[config.mk]
export PLATFORM = sky130hd
export DESIGN_NAME = mul_operand_sequencer_flat
export DESIGN_NICKNAME = d
export VERILOG_FILES = /design/src/rtl/mul_pkg.sv /design/src/rtl/mul_operand_sequencer_if.sv /design/src/rtl/mul_operand_sequencer.sv /design/src/flat_wrapper.sv
export SDC_FILE = /design/constraint.sdc
export NUM_CORES = 1
export LEC_CHECK = 0
export ABC_AREA = 0
export BUFFER_PORTS_ARGS = -buffer_cell sky130_fd_sc_hd__buf_4
export CAP_MARGIN = 0
export CORE_UTILIZATION = 33
export CTS_CLUSTER_DIAMETER = 80
export DETAILED_ROUTE_END_ITERATION = 12
export PLACE_DENSITY = 0.64
export SLEW_MARGIN = 20
export SYNTH_ARGS = -nofsm -noshare
export SYNTH_HDL_FRONTEND = slang
export SYNTH_SLANG_ARGS = --single-unit
[constraint.sdc]
create_clock -name clk -period 2 [get_ports clk]
set_input_delay 0.3 -clock clk [delete_from_list [all_inputs] [get_ports clk]]
set_output_delay 0.3 -clock clk [all_outputs]
set_load 0.01 [all_outputs]
[src/rtl/mul_pkg.sv]
// Shared types and constants for the multiplier operand sequencer.
// The offsets give the data-bus timing relative to the mul_start cycle.
package mul_pkg;

    localparam int unsigned MUL_WIDTH = 16;
    localparam int MUL_A_OFFSET = 1;
    localparam int MUL_B_OFFSET = 2;

    typedef enum logic [2:0] {
        StIdle,
        StStart,
        StLoadA,
        StLoadB,
        StWait,
        StHold
    } state_e;

endpackage

[src/rtl/mul_operand_sequencer_if.sv]
// Operand, multiplier and result handshake signals of the sequencer.
// master is the sequencer's view; slave is the view of its environment.
interface mul_operand_sequencer_if #(
    parameter int unsigned WIDTH = mul_pkg::MUL_WIDTH
) ();

    logic             in_valid;
    logic             in_ready;
    logic [WIDTH-1:0] in_a;
    logic [WIDTH-1:0] in_b;
    logic             mul_start;
    logic [WIDTH-1:0] mul_data;
    logic             mul_done;
    logic [WIDTH-1:0] mul_product;
    logic             res_valid;
    logic             res_ready;
    logic [WIDTH-1:0] res_product;
    logic             res_err;

    modport master (
        input  in_valid, in_a, in_b, mul_done, mul_product, res_ready,
        output in_ready, mul_start, mul_data, res_valid, res_product, res_err
    );

    modport slave (
        output in_valid, in_a, in_b, mul_done, mul_product, res_ready,
        input  in_ready, mul_start, mul_data, res_valid, res_product, res_err
    );

endinterface

[src/rtl/mul_operand_sequencer.sv]
// Feeds operand pairs to the multiplier over its shared data bus, waits for done with a
// timeout, and holds the captured product on a valid/ready result port.
module mul_operand_sequencer
    import mul_pkg::*;
#(
    parameter int unsigned WIDTH   = MUL_WIDTH,
    parameter int unsigned TIMEOUT = 1024
) (
    input  logic                   clk,
    input  logic                   rst_n,
    mul_operand_sequencer_if.master bus,
    output logic                   busy
);

    localparam int unsigned TW = $clog2(TIMEOUT + 1);

    state_e           state_q, state_d;
    logic [WIDTH-1:0] ra_q, ra_d;
    logic [WIDTH-1:0] rb_q, rb_d;
    logic [TW-1:0]    cnt_q, cnt_d;
    logic [WIDTH-1:0] res_product_q, res_product_d;
    logic             res_err_q, res_err_d;

    always_ff @(posedge clk) begin
        if (!rst_n) begin
            state_q       <= StIdle;
            ra_q          <= '0;
            rb_q          <= '0;
            cnt_q         <= '0;
            res_product_q <= '0;
            res_err_q     <= 1'b0;
        end else begin
            state_q       <= state_d;
            ra_q          <= ra_d;
            rb_q          <= rb_d;
            cnt_q         <= cnt_d;
            res_product_q <= res_product_d;
            res_err_q     <= res_err_d;
        end
    end

    always_comb begin
        state_d       = state_q;
        ra_d          = ra_q;
        rb_d          = rb_q;
        cnt_d         = cnt_q;
        res_product_d = res_product_q;
        res_err_d     = res_err_q;
        bus.in_ready  = 1'b0;
        bus.mul_start = 1'b0;
        bus.mul_data  = '0;
        bus.res_valid = 1'b0;

        unique case (state_q)
            StIdle: begin
                // A still-high done means the multiplier has not returned to idle yet.
                bus.in_ready = !bus.mul_done;
                if (bus.in_valid && !bus.mul_done) begin
                    ra_d    = bus.in_a;
                    rb_d    = bus.in_b;
                    state_d = StStart;
                end
            end
            StStart: begin
                bus.mul_start = 1'b1;
                bus.mul_data  = ra_q;
                state_d       = StLoadA;
            end
            StLoadA: begin
                bus.mul_data = ra_q;
                state_d      = StLoadB;
            end
            StLoadB: begin
                bus.mul_data = rb_q;
                cnt_d        = '0;
                state_d      = StWait;
            end
            StWait: begin
                bus.mul_data = rb_q;
                cnt_d        = cnt_q + TW'(1);
                // Done is checked first so a same-cycle timeout still returns the product.
                if (bus.mul_done) begin
                    res_product_d = bus.mul_product;
                    res_err_d     = 1'b0;
                    state_d       = StHold;
                end else if (cnt_q == TW'(TIMEOUT - 1)) begin
                    res_product_d = '0;
                    res_err_d     = 1'b1;
                    state_d       = StHold;
                end
            end
            StHold: begin
                bus.res_valid = 1'b1;
                if (bus.res_ready) begin
                    state_d = StIdle;
                end
            end
            default: state_d = StIdle;
        endcase
    end

    assign bus.res_product = res_product_q;
    assign bus.res_err     = res_err_q;
    assign busy            = (state_q != StIdle);

endmodule

[src/flat_wrapper.sv]
// flat-port wrapper written by rule: the top's interface ports become plain ports
module mul_operand_sequencer_flat import mul_pkg::*;
#(
    parameter int unsigned WIDTH   = MUL_WIDTH,
    parameter int unsigned TIMEOUT = 1024
)
  (clk, rst_n, busy, bus_in_valid, bus_in_a, bus_in_b, bus_mul_done, bus_mul_product, bus_res_ready, bus_in_ready, bus_mul_start, bus_mul_data, bus_res_valid, bus_res_product, bus_res_err);
  mul_operand_sequencer_if #(.WIDTH(WIDTH)) bus_i ();
  input  logic clk;
  input  logic rst_n;
  output logic busy;
  input wire logic [$bits(bus_i.in_valid)-1:0] bus_in_valid;
  input wire logic [$bits(bus_i.in_a)-1:0] bus_in_a;
  input wire logic [$bits(bus_i.in_b)-1:0] bus_in_b;
  input wire logic [$bits(bus_i.mul_done)-1:0] bus_mul_done;
  input wire logic [$bits(bus_i.mul_product)-1:0] bus_mul_product;
  input wire logic [$bits(bus_i.res_ready)-1:0] bus_res_ready;
  output wire logic [$bits(bus_i.in_ready)-1:0] bus_in_ready;
  output wire logic [$bits(bus_i.mul_start)-1:0] bus_mul_start;
  output wire logic [$bits(bus_i.mul_data)-1:0] bus_mul_data;
  output wire logic [$bits(bus_i.res_valid)-1:0] bus_res_valid;
  output wire logic [$bits(bus_i.res_product)-1:0] bus_res_product;
  output wire logic [$bits(bus_i.res_err)-1:0] bus_res_err;
  assign bus_i.in_valid = bus_in_valid;
  assign bus_i.in_a = bus_in_a;
  assign bus_i.in_b = bus_in_b;
  assign bus_i.mul_done = bus_mul_done;
  assign bus_i.mul_product = bus_mul_product;
  assign bus_i.res_ready = bus_res_ready;
  assign bus_in_ready = bus_i.in_ready;
  assign bus_mul_start = bus_i.mul_start;
  assign bus_mul_data = bus_i.mul_data;
  assign bus_res_valid = bus_i.res_valid;
  assign bus_res_product = bus_i.res_product;
  assign bus_res_err = bus_i.res_err;
  mul_operand_sequencer #(.WIDTH(WIDTH), .TIMEOUT(TIMEOUT)) u_core (.clk(clk), .rst_n(rst_n), .bus(bus_i), .busy(busy));
endmodule
==> impl_metrics.csv <==
group,metric,value,unit
outcome,status,"completed",
worst_setup_path,endpoint_kind,"output pin",
clock_network,cts_tree,"done",
finish,area_growth_syn_to_layout,43.8,%
drt,drtIter0Drc,125,
run,max-cap-violations,0,
drt,dr_total_vias,2519,
drt,drc,0,
placed_design,dp_cells,483,
sta,rsz0062_at_grt,"true",
drt,wl,6840,um
floorplanning,std_cell_rows,32,
power_and_ir_drop,internal_power,0.00220,W
drt,wl_per_cell,13.4,um
synthesis,synthTopCellsByArea,"dfxtp_1 (48%), a22o_1 (11%), nand2_1 (10%)",
synthesis,synthDominantCellAreaShare,48.4,%
power_and_ir_drop,clkPwrFrac,40.2,%
synthesis,syn_inst,304,
floorplanning,ios,90,
worst_setup_path,cp.required,1700,ps
sta,post-route-period-util,98.9,%
worst_setup_path,start_kind,"flop",
placed_design,pre_cts_ws,9.34,ps
synthesis,syn-num-nets,358,
power_and_ir_drop,ir_drop,366,uV
synthesis,async_flop_share,0,%
global_routing,grt.total_usage,17.4,%
synthesis,synthDistinctLibCells,39,
sta,slew_violations,0,
sta,hold_viol,0,
synthesis,ys_ff_latch,63,
finish,instances_no_fill,512,
worst_setup_path,critPathMaxFanout,8,
power_and_ir_drop,seqPwrFrac,45.8,%
finish,fillers,764,
clock_network,cts-htree-levels,3,
floorplanning,coreArea,7690,um^2
placed_design,post_dp_cell_area,3360,um^2
clock_network,cts_root_buf,"clkbuf_8",
drt,viasPerCell,4.92,
clock_network,clkTransAtPathRegs,70,ps
clock_network,numCtsBuffers,9,
finish,diodes,0,
drt,final_antenna_net_count,0,
synthesis,synth_common_cells,"nand2_1 (71), dfxtp_1 (63), a21oi_1 (44)",
clock_network,clock_latency,330,ps
worst_setup_path,critPathKind,"reg2out",
placed_design,gp_congestion,0.781,
floorplanning,start_util,33.9,%
clock_network,cts.sinks,63,
sta,fin_crit,1980,ps
finish,multi_input_area,1280,um^2
min_path,hp-class,"in2reg",
floorplanning,fp.dieH,90.8,um
synthesis,synth_seq_area_share,48.4,%
sta,clock.fmax,0.505,GHz
clock_network,cts_buffer_depth,2,
finish,layout-drive-gt1-share,33.9,%
synthesis,syn-mean-instance-area,8.56,um^2
global_routing,grt_pass1_vias,2386,
sta,tightest_slew,691,ps
finish,design_area,3740,um^2
global_routing,antenna_found_initial,0,
power_and_ir_drop,swShare,24.0,%
sta,setup_ws,21.6,ps
synthesis,synth_edf_count,0,
synthesis,synthFlopType,"dfxtp_1",
power_and_ir_drop,power.total,0.00289,W
worst_setup_path,crit_arrival,1680,ps
placed_design,post-dp-hpwl,4350,um
sta,timing.hold.ws,190,ps
synthesis,synth_top_area_cell,"dfxtp_1",
finish,regArea,1270,um^2
finish,fin_nets,459,
sta,skew,9.03,ps
synthesis,synth.most_common_cell,"nand2_1",
sta,slew-limit-headroom,54.0,%
synthesis,syn_area,2600,um^2
power_and_ir_drop,p_leak,1.56,nW
global_routing,overflow,0,
global_routing,grt_max_degree,44,
power_and_ir_drop,power_frac_comb,14.0,%
floorplanning,die_w,90.8,um
power_and_ir_drop,powerDensity,773,nW/um^2
global_routing,grt_pass1_wl,11200,um
sta,finalSetupViolCount,0,
placed_design,io_buffers,89,
floorplanning,die_area,8250,um^2
power_and_ir_drop,p_sw,0.000693,W
drt,firstDrtPassIters,4,
synthesis,yosysWarnings,0,
[area by class of cell]
class | instances | area share (%)
Multi-Input combinational cell | 218 | 34.2
Sequential cell | 63 | 33.9
Timing Repair Buffer | 110 | 22.8
Clock buffer | 12 | 3.61
Tap cell | 102 | 3.41
Clock inverter | 4 | 1.87
Inverter | 3 | 0.301
[timing repair]
item,in CTS,in global routing
gates cloned,2,0
hold buffers,0,0
gates resized for setup,13,6
setup endpoints to repair,27,30
buffers inserted,5,6
pin swaps,5,10
[power groups by stage]
| stage | logic (W) | clock network [W] | registers, W |
|---|---|---|---|
| floorplan | 0.000200 | 0 | 0.00135 |
| global placement | 0.000350 | 0 | 0.00136 |
| detailed placement | 0.000358 | 0 | 0.00135 |
| CTS | 0.000383 | 0.00121 | 0.00133 |
| global route | 0.000444 | 0.00126 | 0.00133 |
| finish | 0.000404 | 0.00116 | 0.00133 |
[kinds of logic after synthesis]
logic type,count (synthesis),synth area share (%)
buffers and inverters,25,5.62
adder cells (fa/ha/maj),1,0.480
AND/OR/NAND/NOR,117,20.4
XOR/XNOR,1,0.336
AO/OA/AOI/OAI,97,24.7
flip-flops,63,48.4
[sequential cells by signal, summed over array words and instances, names as in the netlist]
signal,flops
u_core.bus.res_product,16
u_core.rb_q,16
u_core.bus.res_err,1
u_core.state_q,3
u_core.cnt_q,11
u_core.ra_q,16
[per-layer routing]
layer  GRT usage (%)  wire (um)
met5               0          0
met4            7.94         95
met3            5.39        443
met2            28.5       3310
met1            20.7       2990
[worst max-delay path, cell delays in order, from the launching register on]
cell and delay [ps]:
dfxtp_2 330, buf_6 110, or3b_4 450, o21ai_4 160, a22o_1 190, buf_6 100
[per-stage QoR]
step | util [%] | TNS [ps]
detailed placement | 43.7 | 0
CTS | 47.8 | 0
floorplan | - | 0
global route | 48.7 | -412
global placement | 43.7 | -830
finish | 48.7 | 0
[layout by cell type, fill, tap and decap left out, types with 2 or more instances in the layout]
cell type and count:
buf_4 105, nand2_1 70, dfxtp_1 60, a21oi_1 44
a22o_1 32, nor2_1 12, clkbuf_8 9, o21ai_0 8
nand3_1 6, nor3_1 4, buf_6 4, o21ai_4 3
nand4b_1 3, o21a_1 3, and3_1 3, clkbuf_1 3
inv_1 2, or4_1 2, a41oi_1 2, a311oi_1 2
bufinv_16 2, clkinv_2 2, dfxtp_2 2
[final timing paths]
check | slack [ps] | cells after the start | start | to
setup / recovery | 20 | 5 | u_core.state_q[0] | bus_mul_data[1]
hold / removal | 190 | 2 | bus_mul_product[0] | u_core.bus.res_product[0]
setup reg to reg | 160 | 6 | u_core.cnt_q[0] | u_core.state_q[0]
hold reg to reg | 460 | 2 | u_core.rb_q[9] | u_core.rb_q[9]
(Power assumes the default switching activity.)
